**src/rtl/mdu_seq_pkg.sv**
```systemverilog
// Shared opcodes, FSM state encoding and small helpers for the mdu_seq multiply/divide sequencer.
package mdu_seq_pkg;

   localparam int INSTR_WIDTH = 32;

   localparam logic [1:0] MDU_MULT  = 2'b00;
   localparam logic [1:0] MDU_MULTU = 2'b01;
   localparam logic [1:0] MDU_DIV   = 2'b10;
   localparam logic [1:0] MDU_DIVU  = 2'b11;

   typedef enum logic [2:0] {
      MDU_S_IDLE = 3'd0,
      MDU_S_LOAD = 3'd1,
      MDU_S_CALC = 3'd2,
      MDU_S_FIX  = 3'd3,
      MDU_S_DONE = 3'd4
   } mdu_state_e;

   function automatic logic op_is_div(input logic [1:0] op);
      return op[1];
   endfunction

   // MULT and DIV are the signed flavours; only honoured when signed support is built in.
   function automatic logic op_is_signed(input logic [1:0] op);
      return ~op[0];
   endfunction

endpackage

```
**src/rtl/mdu_addsub.sv**
```systemverilog
// WIDTH+1 bit adder/subtractor shared by the multiply and divide iteration steps.
module mdu_addsub #(
   parameter int WIDTH = 32
) (
   input  logic [WIDTH:0] a,
   input  logic [WIDTH:0] b,
   input  logic           sub,
   output logic [WIDTH:0] sum
);

   assign sum = sub ? (a - b) : (a + b);

endmodule

```
**src/rtl/mdu_seq.sv**
```systemverilog
// Iterative shift-add multiply / restoring divide sequencer, one bit per cycle.
// Signed MULT/DIV are built only when MDU_SIGNED_EN is defined; otherwise they run unsigned.
//
// state | meaning
// IDLE  | waiting for W_start, operands latched on start
// LOAD  | convert operands to magnitudes, catch divide by zero
// CALC  | WIDTH iterations through the shared add/sub
// FIX   | sign correction, results written to R_hi/R_lo
// DONE  | one-cycle R_done pulse
module mdu_seq
   import mdu_seq_pkg::*;
#(
   parameter int WIDTH = INSTR_WIDTH
) (
   input  logic             W_clk,
   input  logic             W_rst_n,
   input  logic             W_start,
   input  logic [1:0]       W_op,
   input  logic [WIDTH-1:0] W_a,
   input  logic [WIDTH-1:0] W_b,
   input  logic             W_cancel,
   output logic             R_busy,
   output logic             R_done,
   output logic [WIDTH-1:0] R_hi,
   output logic [WIDTH-1:0] R_lo
);

   localparam int CW = (WIDTH > 1) ? $clog2(WIDTH) : 1;

   mdu_state_e       state_q, state_d;
   logic [1:0]       op_q, op_d;
   logic [WIDTH-1:0] a_q, a_d, b_q, b_d;
   logic [WIDTH-1:0] hi_q, hi_d, lo_q, lo_d;
   logic [CW-1:0]    cnt_q, cnt_d;
   logic             neg_res_q, neg_res_d, neg_rem_q, neg_rem_d;
   logic [WIDTH-1:0] res_hi_q, res_hi_d, res_lo_q, res_lo_d;
   logic             busy_q, busy_d, done_q, done_d;

   logic             is_div, is_sgn, a_neg, b_neg;
   logic [WIDTH-1:0] a_mag, b_mag;
   logic [WIDTH:0]   as_a, as_b, as_sum;
   logic             as_sub;
   logic [2*WIDTH-1:0] prod;

   mdu_addsub #(.WIDTH(WIDTH)) u_addsub (
      .a   (as_a),
      .b   (as_b),
      .sub (as_sub),
      .sum (as_sum)
   );

   always_comb begin
      is_div = op_is_div(op_q);
`ifdef MDU_SIGNED_EN
      is_sgn = op_is_signed(op_q);
`else
      is_sgn = 1'b0;
`endif
      a_neg = is_sgn & a_q[WIDTH-1];
      b_neg = is_sgn & b_q[WIDTH-1];
      a_mag = a_neg ? (~a_q + 1'b1) : a_q;
      b_mag = b_neg ? (~b_q + 1'b1) : b_q;
   end

   // Divide: remainder shifted left with the next dividend bit, minus divisor.
   // Multiply: high half plus multiplicand when the current multiplier bit is set.
   always_comb begin
      if (is_div) begin
         as_a   = {hi_q, lo_q[WIDTH-1]};
         as_b   = {1'b0, b_q};
         as_sub = 1'b1;
      end else begin
         as_a   = {1'b0, hi_q};
         as_b   = lo_q[0] ? {1'b0, b_q} : '0;
         as_sub = 1'b0;
      end
   end

   always_comb begin
      state_d   = state_q;
      op_d      = op_q;
      a_d       = a_q;
      b_d       = b_q;
      hi_d      = hi_q;
      lo_d      = lo_q;
      cnt_d     = cnt_q;
      neg_res_d = neg_res_q;
      neg_rem_d = neg_rem_q;
      res_hi_d  = res_hi_q;
      res_lo_d  = res_lo_q;
      prod      = {hi_q, lo_q};
      if (W_cancel) begin
         state_d = MDU_S_IDLE;
      end else begin
         unique case (state_q)
            MDU_S_IDLE: begin
               if (W_start) begin
                  op_d    = W_op;
                  a_d     = W_a;
                  b_d     = W_b;
                  state_d = MDU_S_LOAD;
               end
            end
            MDU_S_LOAD: begin
               if (is_div && (b_q == '0)) begin
                  res_hi_d = a_q;
                  res_lo_d = '1;
                  state_d  = MDU_S_DONE;
               end else begin
                  hi_d      = '0;
                  lo_d      = a_mag;
                  b_d       = b_mag;
                  neg_res_d = a_neg ^ b_neg;
                  neg_rem_d = a_neg;
                  cnt_d     = CW'(WIDTH - 1);
                  state_d   = MDU_S_CALC;
               end
            end
            MDU_S_CALC: begin
               if (is_div) begin
                  hi_d = as_sum[WIDTH] ? as_a[WIDTH-1:0] : as_sum[WIDTH-1:0];
                  lo_d = {lo_q[WIDTH-2:0], ~as_sum[WIDTH]};
               end else begin
                  hi_d = as_sum[WIDTH:1];
                  lo_d = {as_sum[0], lo_q[WIDTH-1:1]};
               end
               cnt_d = cnt_q - 1'b1;
               if (cnt_q == '0) state_d = MDU_S_FIX;
            end
            MDU_S_FIX: begin
               if (is_div) begin
                  res_lo_d = neg_res_q ? (~lo_q + 1'b1) : lo_q;
                  res_hi_d = neg_rem_q ? (~hi_q + 1'b1) : hi_q;
               end else begin
                  if (neg_res_q) prod = ~prod + 1'b1;
                  {res_hi_d, res_lo_d} = prod;
               end
               state_d = MDU_S_DONE;
            end
            MDU_S_DONE: state_d = MDU_S_IDLE;
            default:    state_d = MDU_S_IDLE;
         endcase
      end
      busy_d = (state_d != MDU_S_IDLE) && (state_d != MDU_S_DONE);
      done_d = (state_d == MDU_S_DONE);
   end

   always_ff @(posedge W_clk or negedge W_rst_n) begin
      if (!W_rst_n) begin
         state_q   <= MDU_S_IDLE;
         op_q      <= '0;
         a_q       <= '0;
         b_q       <= '0;
         hi_q      <= '0;
         lo_q      <= '0;
         cnt_q     <= '0;
         neg_res_q <= 1'b0;
         neg_rem_q <= 1'b0;
         res_hi_q  <= '0;
         res_lo_q  <= '0;
         busy_q    <= 1'b0;
         done_q    <= 1'b0;
      end else begin
         state_q   <= state_d;
         op_q      <= op_d;
         a_q       <= a_d;
         b_q       <= b_d;
         hi_q      <= hi_d;
         lo_q      <= lo_d;
         cnt_q     <= cnt_d;
         neg_res_q <= neg_res_d;
         neg_rem_q <= neg_rem_d;
         res_hi_q  <= res_hi_d;
         res_lo_q  <= res_lo_d;
         busy_q    <= busy_d;
         done_q    <= done_d;
      end
   end

   assign R_busy = busy_q;
   assign R_done = done_q;
   assign R_hi   = res_hi_q;
   assign R_lo   = res_lo_q;

endmodule
```
**config.mk**
```make
export PLATFORM = sky130hd
export DESIGN_NAME = mdu_seq
export DESIGN_NICKNAME = d
export VERILOG_FILES = /design/src/rtl/mdu_seq_pkg.sv /design/src/rtl/mdu_addsub.sv /design/src/rtl/mdu_seq.sv
export SDC_FILE = /design/constraint.sdc
export NUM_CORES = 1
export LEC_CHECK = 0
export CORE_MARGIN = 2
export CORE_UTILIZATION = 30
export DETAILED_ROUTE_END_ITERATION = 6
export HOLD_SLACK_MARGIN = 0.06
export PLACE_DENSITY = 0.55
export SLEW_MARGIN = 30
export SYNTH_ARGS = -nofsm -noshare
export SYNTH_HDL_FRONTEND = slang
export SYNTH_SLANG_ARGS = --single-unit
```
**constraint.sdc**
```tcl
create_clock -name W_clk -period 13.05 [get_ports W_clk]
set_input_delay 3.915 -clock W_clk [delete_from_list [all_inputs] [get_ports W_clk]]
set_output_delay 3.915 -clock W_clk [all_outputs]
set_load 0.005 [all_outputs]
```
==> impl_metrics.env <==
export IMPL_reg2reg_depth=17
export IMPL_worstPathArrival_ns=6.46
export IMPL_p_sw_share_pct=41.5
export IMPL_utilization_pct=37.1
export IMPL_drt_wl_total_um=32100
export IMPL_post_route_min_period_ns=6.06
export IMPL_synthesis_nets=1306
export IMPL_syn_cell_area_sq_mm=0.0119
export IMPL_clockBufferDepth=3
export IMPL_crit_fanout=65
export IMPL_area_sequential_sq_mm=0.00508
export IMPL_yosys_warnings=0
export IMPL_hold_buffers=0
export IMPL_status="complete, no violations"
export IMPL_cp_startpoint="op_q[1]"
export IMPL_cp_endpoint="hi_q[16]"
export IMPL_die_y_um=203
export IMPL_grt_overflow=0
export IMPL_cts_buffers=24
export IMPL_rr_startpoint="op_q[1]"
export IMPL_cts_root_buf="clkbuf_16"
export IMPL_wire_per_inst_um=17.6
export IMPL_period_share_pct=46.4
export IMPL_hpwl_um=23200
export IMPL_clk_pin_slew_ns=0.06
export IMPL_slowest_stage="dfrtp_4"
export IMPL_synth_cell_types=78
export IMPL_diodes=0
export IMPL_finalHoldViolCount=0
export IMPL_synth_area_top_cells="dfrtp_1 (43%), mux2_2 (9.6%), mux2i_1 (7.0%)"
export IMPL_yosys_cell_count_top_type="dfrtp_1"
export IMPL_crit_family="simple AND/OR/NAND/NOR gates"
export IMPL_power_frac_clock_pct=18.0
export IMPL_nNetsFinal=1404
export IMPL_grt_pass1_vias=8973
export IMPL_initial_utilization_pct=30.6
export IMPL_clock_sinks=203
export IMPL_core_area_sq_mm=0.0389
export IMPL_placement_io_buffers=134
export IMPL_hp_class="reg2reg"
export IMPL_synth_edf_count=0
export IMPL_maxCapViolations=0
export IMPL_nFillCells=3901
export IMPL_drc=0
export IMPL_hold_start="R_lo[23]"
export IMPL_fin_worst_skew_ns=0.00812
export IMPL_syn2layout_area_growth_pct=21.4
export IMPL_drive_gt1_share_pct=14.0
export IMPL_crit_chain="buf_4, nand2b_1, nor2_1, nor2_1, o21a_1, nand3_1, o221a_2, ha_1, nand4_1, or3_1, a311o_1, nand3_1, a21oi_4, xnor2_2, mux2i_1, nand2_1, a32o_1"
export IMPL_critPathLaunchType="register"
export IMPL_gp_congestion=0.848
export IMPL_antenna_found_initial=0
export IMPL_p_per_area_mw_per_mm2=248
export IMPL_setup_violations=0
export IMPL_die_w_um=203
export IMPL_clk_latency_ns=0.51
export IMPL_p_int_mw=2.09
export IMPL_ctsResizeCount=0
export IMPL_worst_path_stages=17
export IMPL_vias_per_cell=5.10
export IMPL_rows=72
export IMPL_cts_tree="built"
export IMPL_first_iter_violations=532
export IMPL_peakVddDrop_mv=0.106
export IMPL_critical_path_max_stage_delay_ns=0.95
export IMPL_synth_seq_area_share_pct=42.7
export IMPL_avgSynthCellArea_sq_um=9.92
export IMPL_grt_pass1_wl_um=51300
export IMPL_rsz0062_at_grt="false"
export IMPL_cts_setup_buffers=0
export IMPL_grt_max_degree=98
export IMPL_p_switching_mw=1.49
export IMPL_cp_required_ns=13.45
export IMPL_final_max_slew_viol_count=0
export IMPL_dr_wl_met2_um=13900
export IMPL_p_leak_nw=6.29
export IMPL_wl_met3_um=1530
export IMPL_fmax_mhz=165
export IMPL_drt_pass1_iter_count=6
export IMPL_wirelength_met1_um=16300
export IMPL_routed_top_layer="met4"
export IMPL_multi_input_area_sq_mm=0.00646
export IMPL_path_buf_inv=1
export IMPL_synth_cells_most_frequent="dfrtp_1 (203), nand2_1 (130), mux2_2 (101), o21ai_0 (92), nor2_1 (86)"
export IMPL_power_frac_seq_pct=30.2
export IMPL_grt_usage_pct=15.4
export IMPL_slew_limit_headroom_pct=37.0
export IMPL_syn_inst=1200
export IMPL_vias=9329
export IMPL_synthArstFlopShare_pct=100
export IMPL_holdPathStages=1
export IMPL_r2r_end="hi_q[16]"
export IMPL_dieArea_sq_mm=0.0413
export IMPL_final_antenna_net_count=0
export IMPL_path_class="reg2reg"
export IMPL_yosysTopAreaCell="dfrtp_1"
export IMPL_tightest_slew_ns=0.941
export IMPL_yosysTopAreaCellShare_pct=42.7
export IMPL_io_pins=136
export IMPL_ys_ff_latch=203
export IMPL_endpoint_kind="register"
export IMPL_synth_flop_cell="dfrtp_1"
export IMPL_finalSetupTns_ns=0
export IMPL_rrSetupSlack_ns=6.99
export IMPL_htree_levels=1
export IMPL_pwr_share_comb_pct=51.9
==> flip-flops by register name (all words and copies together) (netlist names) <==
name and cells:
R_lo 32, hi_q 32, b_mag 32, op_q 1, state_q 3, R_hi 32
a_mag 32, cnt_q 5, lo_q 32, R_busy 1, R_done 1
==> power by group through the flow <==
stage                     logic, mW  registers, mW  clock network (mW)
after floorplan                1.36          0.990                   0
after global placement         1.81           1.09                   0
after detailed placement       1.85           1.09                   0
after CTS                      1.86           1.08               0.659
after global routing           2.06           1.12               0.685
final                          1.85           1.08               0.643
==> per-layer routing <==
| layer | track usage (%) | up-vias |
|---|---|---|
| met5 | 0 | - |
| met2 | 23.4 | 194 |
| met4 | 2.63 | 0 |
| li1 | - | 4587 |
| met3 | 2.35 | 27 |
| met1 | 23.3 | 4521 |
==> metrics by stage <==
step	total power, mW	instances	hold WS, ns	worst slack [ns]	area (sq um)
6_report	3.58	1830	0.506	6.99	14400
5_1_grt	3.87	1830	0.524	6.53	14400
4_1_cts	3.60	1830	0.512	6.97	14400
3_5_place_dp	2.94	1790	0.499	6.82	13700
3_3_place_gp	2.90	1790	0.494	6.81	13700
2_1_floorplan	2.35	1200	0.478	7.66	11900
==> layout make-up <==
cell class / instances / share of cell area (%)
Multi-Input combinational cell: 909 / 44.7
Tap cell: 518 / 4.49
Clock buffer: 34 / 4.98
Clock inverter: 6 / 0.251
Sequential cell: 203 / 35.2
Inverter: 13 / 0.338
Timing Repair Buffer: 147 / 10.1
==> logic make-up (layout without fill, tap and decap cells) <==
group | Yosys count | count (layout) | synth area share [%]
AO/OA/AOI/OAI | 330 | 330 | 18.0
XOR/XNOR | 46 | 46 | 3.51
adder cells (fa/ha/maj) | 36 | 36 | 3.85
buffers and inverters | 88 | 200 | 3.27
flip-flops | 203 | 203 | 42.7
multiplexers | 185 | 185 | 16.6
AND/OR/NAND/NOR | 312 | 312 | 12.1
==> cells in the final DEF, fill, tap and decap left out, types with 9 or more instances in the layout <==
cell type          n
a21oi_1           73
mux2_2           101
mux2i_1           83
nor3_1            17
nor2_1            86
nand2_1          130
a22oi_1           29
buf_4             10
clkdlybuf4s50_1  133
xnor2_1           25
nand2b_1          14
o211ai_1           9
nand3_1           10
clkbuf_16         25
inv_1             11
ha_1              35
dfrtp_1          202
o22a_1            32
o21ai_0           92
xor2_1            18
a21o_1            18
o21ai_1           10
a31oi_1            9
==> worst min-delay path by stage <==
stage	endpoint	slack, ns
2_1_floorplan	cnt_q[4]	0.48
4_1_cts	R_lo[16]	0.51
3_3_place_gp	R_lo[8]	0.49
5_1_grt	R_lo[27]	0.52
3_5_place_dp	R_lo[23]	0.50
6_report	R_lo[23]	0.51
No activity file was read; power rests on OpenSTA's default activity.
